<file path="src/rtl/loteria_pkg.sv">
// Shared constants and entry-FSM state type for the lottery game.
package loteria_pkg;
    localparam int         NUM_DIGITS = 4;
    localparam logic [3:0] MAX_DIGIT  = 4'd9;

    typedef enum logic {
        ENTRY,
        FULL
    } entry_state_t;
endpackage

</file>
<file path="src/rtl/debounce_key.sv">
// Active-low pushbutton conditioner: 2-FF synchroniser, stability counter
// and a one-cycle pulse on the debounced press (1->0) edge.
module debounce_key #(
    parameter int DB_CYCLES = 500000
) (
    input  logic clk,
    input  logic reset,
    input  logic key_n,
    output logic press
);
    localparam int CW = $clog2(DB_CYCLES + 1);

    logic          sync1_q, sync2_q;
    logic          level_q, level_d;
    logic          prev_q;
    logic [CW-1:0] cnt_q, cnt_d;

    // The counter only runs while the synced level differs from the accepted
    // one, so any bounce back to the accepted level restarts it.
    always_comb begin
        level_d = level_q;
        cnt_d   = '0;
        if (sync2_q != level_q) begin
            if (cnt_q == CW'(DB_CYCLES - 1)) begin
                level_d = sync2_q;
            end else begin
                cnt_d = cnt_q + CW'(1);
            end
        end
    end

    always_ff @(posedge clk or negedge reset) begin
        if (!reset) begin
            sync1_q <= 1'b1;
            sync2_q <= 1'b1;
            level_q <= 1'b1;
            prev_q  <= 1'b1;
            cnt_q   <= '0;
        end else begin
            sync1_q <= key_n;
            sync2_q <= sync1_q;
            level_q <= level_d;
            prev_q  <= level_q;
            cnt_q   <= cnt_d;
        end
    end

    assign press = prev_q & ~level_q;
endmodule

</file>
<file path="src/rtl/entrada_aposta.sv">
// Bet-entry front end: conditions the three keys and assembles a 4-digit
// BCD bet, pulsing insert once a full bet is confirmed.
module entrada_aposta
    import loteria_pkg::*;
#(
    parameter int DB_CYCLES = 500000
) (
    input  logic       clk,
    input  logic       reset,
    input  logic [3:0] sw,
    input  logic       key_digit,
    input  logic       key_confirm,
    input  logic       key_clear,
    output logic [3:0] num0,
    output logic [3:0] num1,
    output logic [3:0] num2,
    output logic [3:0] num3,
    output logic [2:0] count,
    output logic       insert,
    output logic       err
);
    logic dig_ev, conf_ev, clr_ev;

    debounce_key #(.DB_CYCLES(DB_CYCLES)) u_db_digit (
        .clk(clk), .reset(reset), .key_n(key_digit), .press(dig_ev));
    debounce_key #(.DB_CYCLES(DB_CYCLES)) u_db_confirm (
        .clk(clk), .reset(reset), .key_n(key_confirm), .press(conf_ev));
    debounce_key #(.DB_CYCLES(DB_CYCLES)) u_db_clear (
        .clk(clk), .reset(reset), .key_n(key_clear), .press(clr_ev));

    entry_state_t                 state_q, state_d;
    logic [NUM_DIGITS-1:0][3:0]   num_q, num_d;
    logic [2:0]                   count_q, count_d;
    logic                         err_q, err_d;
    logic                         insert_q, insert_d;

    // Priority clear > confirm > digit. The insert cycle retires the bet;
    // debounce spacing keeps other events out of that cycle.
    always_comb begin
        state_d  = state_q;
        num_d    = num_q;
        count_d  = count_q;
        err_d    = err_q;
        insert_d = 1'b0;
        if (clr_ev) begin
            num_d   = '0;
            count_d = '0;
            err_d   = 1'b0;
            state_d = ENTRY;
        end else if (insert_q) begin
            count_d = '0;
            state_d = ENTRY;
        end else if (conf_ev) begin
            if (state_q == FULL) begin
                insert_d = 1'b1;
                err_d    = 1'b0;
            end else begin
                err_d = 1'b1;
            end
        end else if (dig_ev) begin
            if (state_q == FULL || sw > MAX_DIGIT) begin
                err_d = 1'b1;
            end else begin
                if (count_q == 3'd0) begin
                    num_d    = '0;
                    num_d[0] = sw;
                end else begin
                    num_d = {num_q[NUM_DIGITS-2:0], sw};
                end
                count_d = count_q + 3'd1;
                err_d   = 1'b0;
                if (count_q == 3'(NUM_DIGITS - 1)) state_d = FULL;
            end
        end
    end

    always_ff @(posedge clk or negedge reset) begin
        if (!reset) begin
            state_q  <= ENTRY;
            num_q    <= '0;
            count_q  <= '0;
            err_q    <= 1'b0;
            insert_q <= 1'b0;
        end else begin
            state_q  <= state_d;
            num_q    <= num_d;
            count_q  <= count_d;
            err_q    <= err_d;
            insert_q <= insert_d;
        end
    end

    assign num0   = num_q[0];
    assign num1   = num_q[1];
    assign num2   = num_q[2];
    assign num3   = num_q[3];
    assign count  = count_q;
    assign insert = insert_q;
    assign err    = err_q;
endmodule

</file>
<file path="config.mk">
export PLATFORM = sky130hd
export DESIGN_NAME = entrada_aposta
export DESIGN_NICKNAME = d
export VERILOG_FILES = /design/src/rtl/loteria_pkg.sv /design/src/rtl/debounce_key.sv /design/src/rtl/entrada_aposta.sv
export SDC_FILE = /design/constraint.sdc
export NUM_CORES = 1
export LEC_CHECK = 0
export CORE_UTILIZATION = 63
export DETAILED_ROUTE_END_ITERATION = 6
export PLACE_DENSITY = 0.85
export SKIP_CTS_REPAIR_TIMING = 1
export SLEW_MARGIN = 20
export SYNTH_ARGS = -nofsm -noshare
export SYNTH_HDL_FRONTEND = slang
export SYNTH_HIERARCHICAL = 1
export SYNTH_SLANG_ARGS = --single-unit
</file>
<file path="constraint.sdc">
create_clock -name clk -period 5.15 [get_ports clk]
set_input_delay 0.7725 -clock clk [delete_from_list [all_inputs] [get_ports clk]]
set_output_delay 0.7725 -clock clk [all_outputs]
set_load 0.01 [all_outputs]
</file>
Word-level counts from Yosys, hierarchy flattened:

Cells that the tools add are included.

* add/subtract/negate cells: 4
* $lt $le $gt $ge: 1
* equality and inequality tests: 12
* mux-type cells: 33
* bitwise logic cells: 6
* reduce and logical (&&, ||, !) cells: 13

Operators with widths (number)
* 19-bit two-way mux: 6
* 16-bit two-way mux: 6
* 19-bit by 1-bit adder with 19-bit output, second input constant: 3
* 19-bit == test, second input constant: 3
* 1-bit two-way mux: 16
* 3-bit two-way mux: 5
* 3-bit nonzero test: 3
* 2-bit AND reduction: 4
* 4-bit AND reduction: 2
* 4-bit > comparator, second input constant: 1
* 2-bit inequality test, second input constant: 2
* 3-bit by 1-bit adder with 3-bit output, second input constant: 1
* 1-bit AND: 3
* 3-bit by 2-bit == test with 1-bit output, second input constant: 1
* 3-bit zero test: 1
* 1-bit inequality test: 3
* 3-bit by 1-bit inequality test with 1-bit output, second input constant: 1
* 3-bit inequality test, second input constant: 1
* 1-bit inverter: 3
* 3-bit AND reduction: 1
* 2-bit by 1-bit inequality test with 1-bit output, second input constant: 1
* 2-bit nonzero test: 1
* 1-bit logical OR: 1

* bits in registers: 91
* bits of input ports: 9
* output and inout bits: 21
* logic and storage cells: 92

Longest topological paths before layout:

* word-level depth: 7
* gate-level depth with buffers: 6
* gate-level depth less buffers: 5

Modules after synthesis:

The synthesis kept the hierarchy.

Modules (own cells, without submodules)
* debounce_key: instances 3, cells each 107, area an instance 1116.1 um^2
* entrada_aposta: instances 1, cells each 79, area an instance 992.2 um^2

Least setup slack after synthesis:

OpenSTA, ideal clock, no wires.

* path kind: register to register
* from: reg u_db_clear.cnt_q[0]
* to: reg u_db_clear.cnt_q[16]
* library setup time: 0.078 ns
* arrival: 1.791 ns
* data required time: 5.072 ns
* path slack: 3.281 ns
* stages on the path, launching flop included: 6
* path buffers: 0
* period minus slack after synthesis: 1.869 ns
* path through: dfrtp_1 ha_1 nand4_4 or4_4 or3_1 a21oi_1

* cells in the longest elaborated chain, start to end: 3
* elaborated cells on any way between the ends: 4
* classes of those cells: add/sub (1); eq/ne (1); mux (2)

Ends and longest elaborated chain
* from (decl): line debounce_key.sv:16 `logic [CW-1:0] cnt_q, cnt_d;`
* from (signal assigned): line debounce_key.sv:44 `cnt_q <= cnt_d;`
* 19-bit by 1-bit adder with 19-bit output / 19-bit == test (equally long branches): line debounce_key.sv:27, debounce_key.sv:24
* 19-bit two-way mux (*): line debounce_key.sv:24 `if (cnt_q == CW'(DB_CYCLES - 1)) begin`
* 19-bit two-way mux (*): line debounce_key.sv:23 `if (sync2_q != level_q) begin`
* named net u_db_clear.cnt_d[16]: line debounce_key.sv:16

Mark *: on every way through the listed nets, which the timed path passes. The rest lies on a longest branch.
A chain may end at the register's enable or synchronous reset.

Worst setup path after layout:

* from: reg insert_q, in the netlist insert
* to: out insert

RTL lines
* from (decl): line entrada_aposta.sv:35 `logic insert_q, insert_d;`
* from (signal assigned): line entrada_aposta.sv:89 `insert_q <= insert_d;`
* to (decl): line entrada_aposta.sv:19 `output logic insert,`

No word-level cell between the ends.

==> impl_summary.md <==
Cells and area
The layout-stage area growth over the synthesis result is 12.60%. The net count of the finished layout is between 400 and 500. The combined area of the multi-input logic cells is 1921 um^2. The layout cell share with drive strength beyond 1 is 11.19%. The layout has 445 filler cells. The count of antenna diodes in the layout is 0.

The sequential cell area in the final layout is 2292 um^2. The final core utilization is 75.25%.

Die
The core area is 6495 um^2. The initial utilization of the core area, before any placement, comes to 66.83%. The overall die height is 85.01 um. The area of the die is 7226 um^2. The count of pins on the block boundary is 30. The die is 85.01 um wide. The row count is 29.

CTS
Clock tree synthesis found a total of 91 sinks. Buffers inserted during clock tree synthesis total 9. The H-tree was split into 3 levels.

The TritonCTS clock tree is built. The cell sitting at the root of the clock tree is a clkbuf_8. The clock passes through at most 2 buffers. Clock-pin slew was measured on the worst setup and hold paths at approximately 0.090 ns. The later pin in the worst-skew pair is clocked with a latency of 0.36 ns.

Yosys
The library cell with the highest instance count after synthesis is dfrtp_1. The average instance area after synthesis is 10.85 um^2. The post-synthesis instance area is around 4300 um^2. After synthesis, the share of flip-flops with an asynchronous set or reset is 100.0%. During synthesis, Yosys emitted a total of 6 warnings. The area share of the largest cell type after synthesis is 45.55%. The synthesized design contains 0 enable-type register cells. After synthesis, the most frequently instantiated cells are 79 x dfrtp_1, 59 x nor2_1, 39 x xnor2_1.

The synthesized netlist net count is 415. In the synthesized netlist, the number of instances is 400. In this run, synthesis produced a sequential element count of 91. Of the synthesized area, sequential elements account for a little over half.

The cell accounting for the most synthesized area is dfrtp_1. In this run, distinct cell masters in the synthesized netlist total 44. By area the synthesized netlist is led by dfrtp_1 46%, xnor2_1 7.9%, dfstp_2 7.3%. Among all flip-flop cells after synthesis, the most frequent one is dfrtp_1.

Run status
The flow ran to the end, and the final reports show no timing, DRC or antenna violations.

Worst setup path
Measured in cells, the most critical reg-to-reg path has a length of 4. The longest individual stage delay on the worst path is 0.60 ns. For the worst setup path, the data arrival time is 1.45 ns. For flop-to-flop paths, the worst setup slack is 2.94 ns. The number of buffer and inverter stages on the critical path is 1. The endpoint of the lowest-slack register-to-register path is u_db_digit/cnt_q[8]. The critical path's top delay family is buffers and inverters.

In this run the critical register-to-register path is launched from u_db_digit/cnt_q[9]. The slowest stage of the critical path is the clkdlybuf4s50_1 cell. Walking the worst path, the cells encountered are clkdlybuf4s50_1. The data required time of the worst path is 4.38 ns.

STA classifies the critical path endpoint as an output pin. The largest fanout on the critical path is 7. The setup path with the least slack is of type reg -> out. The kind of start point of the critical path is a flip-flop.

Timing
For the final routed database, the setup TNS stands at 0 ns. The share of the cycle needed by the critical path after routing is 43.15%. The worst max-slew margin expressed relative to the limit is 38.50%. For this run, the top clock speed supported by timing is 0.4500 GHz.

Setup violations remaining at the end of the flow were counted as 0. The shortest period the worst path allows is around 2.2 ns. The number of max-slew violations in the final report is 0. Setup repair after global routing left no endpoint under its margin. The transition at the pin with the smallest max-transition slack is 0.9193 ns. The final worst clock skew is 0.01093 ns. The number of failing hold endpoints at the final stage is 0.

Pwr
Overall power consumption after layout is estimated at 1282 uW. The peak supply drop is 179.8 uV. The leakage power is 0.001975 uW. The power density over the cells is 262.3 nW/um^2.

Detailed routing
The length of routed wiring on met1 is 3583 um. In this run the remaining antenna-violating nets after routing total 0. In the routed layout, each cell is associated on average with a via count of 6.023. The total met3 wirelength after detailed routing is 337 um. Before antenna repair, the detailed router went through 4 iterations. Signal routing reaches up to met4. The routed length on met2 is 3915 um. The total wirelength of the detailed-routed design is 7991 um.

In the routed design, unresolved DRC markers number 0. Across all layers, the routed design uses 3102 vias. Dividing the detail-routed wire length by the instance count gives roughly 16 um. The number of DRC violations after detailed-routing iteration 0 is 178.

Global routing
Global routing used approximately 24% of the available tracks across all layers. The maximum number of pins on one net before global-route repair is 57. The global-route wire length before repair is 13560 um. Summed over all layers, the global routing overflow is 0. The initial antenna violation count is 0.

The number of global-route vias before repair came to 3047.

Flow run
The tool flagged a number of max-cap violations equal to 0.

Placed design
Detailed placement finished with a half-perimeter wire length of 5296 um. The final weighted congestion of routability-driven global placement is 0.8535. The number of buffers inserted by port buffering is 29.

Hold path
The class of the worst hold path is in -> async.
==> per-layer routing <==
layer	track usage (%)	vias up
met2	39.15	85
met4	11.71	0
met5	0	-
met1	30.36	1519
met3	6.128	18
li1	-	1480
==> flip-flops by register name, summed over array words and instances, names as in the netlist, 3 cells and up <==
| signal | cells |
|---|---|
| num3 | 4 |
| num1 | 4 |
| count | 3 |
| num0 | 4 |
| u_db_clear/cnt_q | 19 |
| u_db_confirm/cnt_q | 19 |
| num2 | 4 |
| u_db_digit/cnt_q | 19 |
==> per-stage QoR <==
stage	area (um^2)	hold slack (ns)	instances	worst slack [ns]
after floorplan	4340	0.3452	400	3.281
after global placement	4676	0.3459	499	2.941
after detailed placement	4676	0.3472	499	2.869
after CTS	4887	0.3438	515	2.914
after global routing	4887	0.3622	515	2.789
final	4887	0.3431	515	2.928
==> kinds of logic (layout without fill, tap and decap cells) <==
| family | Yosys count | in the layout | synth area share [%] |
|---|---|---|---|
| adders and majority gates | 6 | 6 | 1.730 |
| AOI/OAI and AO/OA | 50 | 50 | 9.340 |
| xor gates and xnor gates | 45 | 45 | 9.080 |
| buffers and inverters | 27 | 65 | 2.940 |
| and+or+nand+nor | 175 | 175 | 22.63 |
| muxes | 6 | 6 | 1.470 |
| DFF | 91 | 91 | 52.81 |
==> area by class of cell <==
type | instances | area share, %
Tap cell | 77 | 1.971
Clock buffer | 11 | 3.098
Sequential cell | 91 | 46.90
Timing Repair Buffer | 30 | 6.042
Inverter | 19 | 1.459
Clock inverter | 5 | 1.229
Multi-Input combinational cell | 282 | 39.30
==> cells in the final DEF, fill, tap and decap left out, types with 6 or more instances in the layout <==
| cell type | count |
|---|---|
| a21oi_1 | 12 |
| a22o_1 | 14 |
| clkbuf_8 | 11 |
| clkdlybuf4s50_1 | 28 |
| dfrtp_1 | 79 |
| dfstp_2 | 12 |
| ha_1 | 6 |
| inv_1 | 19 |
| nand2_1 | 15 |
| nand3_1 | 23 |
| nand4_1 | 14 |
| nor2_1 | 59 |
| nor2b_1 | 6 |
| nor3_1 | 14 |
| nor4_1 | 15 |
| o21ai_0 | 8 |
| or3_1 | 6 |
| xnor2_1 | 39 |
| xor2_1 | 6 |
==> worst max-delay path by stage <==
| stage | start | depth (start not counted) | slack, ns | endpoint |
|---|---|---|---|---|
| 6_report | insert | 1 | 2.93 | insert |
| 3_5_place_dp | sw[2] | 4 | 2.87 | num0[1] |
| 5_1_grt | u_db_digit/cnt_q[9] | 4 | 2.79 | u_db_digit/cnt_q[3] |
| 4_1_cts | insert | 1 | 2.91 | insert |
| 3_3_place_gp | sw[2] | 4 | 2.94 | num0[2] |
| 2_1_floorplan | u_db_clear/cnt_q[0] | 5 | 3.28 | u_db_clear/cnt_q[16] |
==> power breakdown <==
part | total [uW] | switching [uW] | internal (uW) | leakage [uW]
clock network | 503 | 250 | 253 | 0.000106
registers | 733 | 9.09 | 724 | 0.00122
logic | 46.2 | 30.9 | 15.3 | 0.000653
total | 1280 | 290 | 992 | 0.00197
Power figures use the tool's default switching activity.
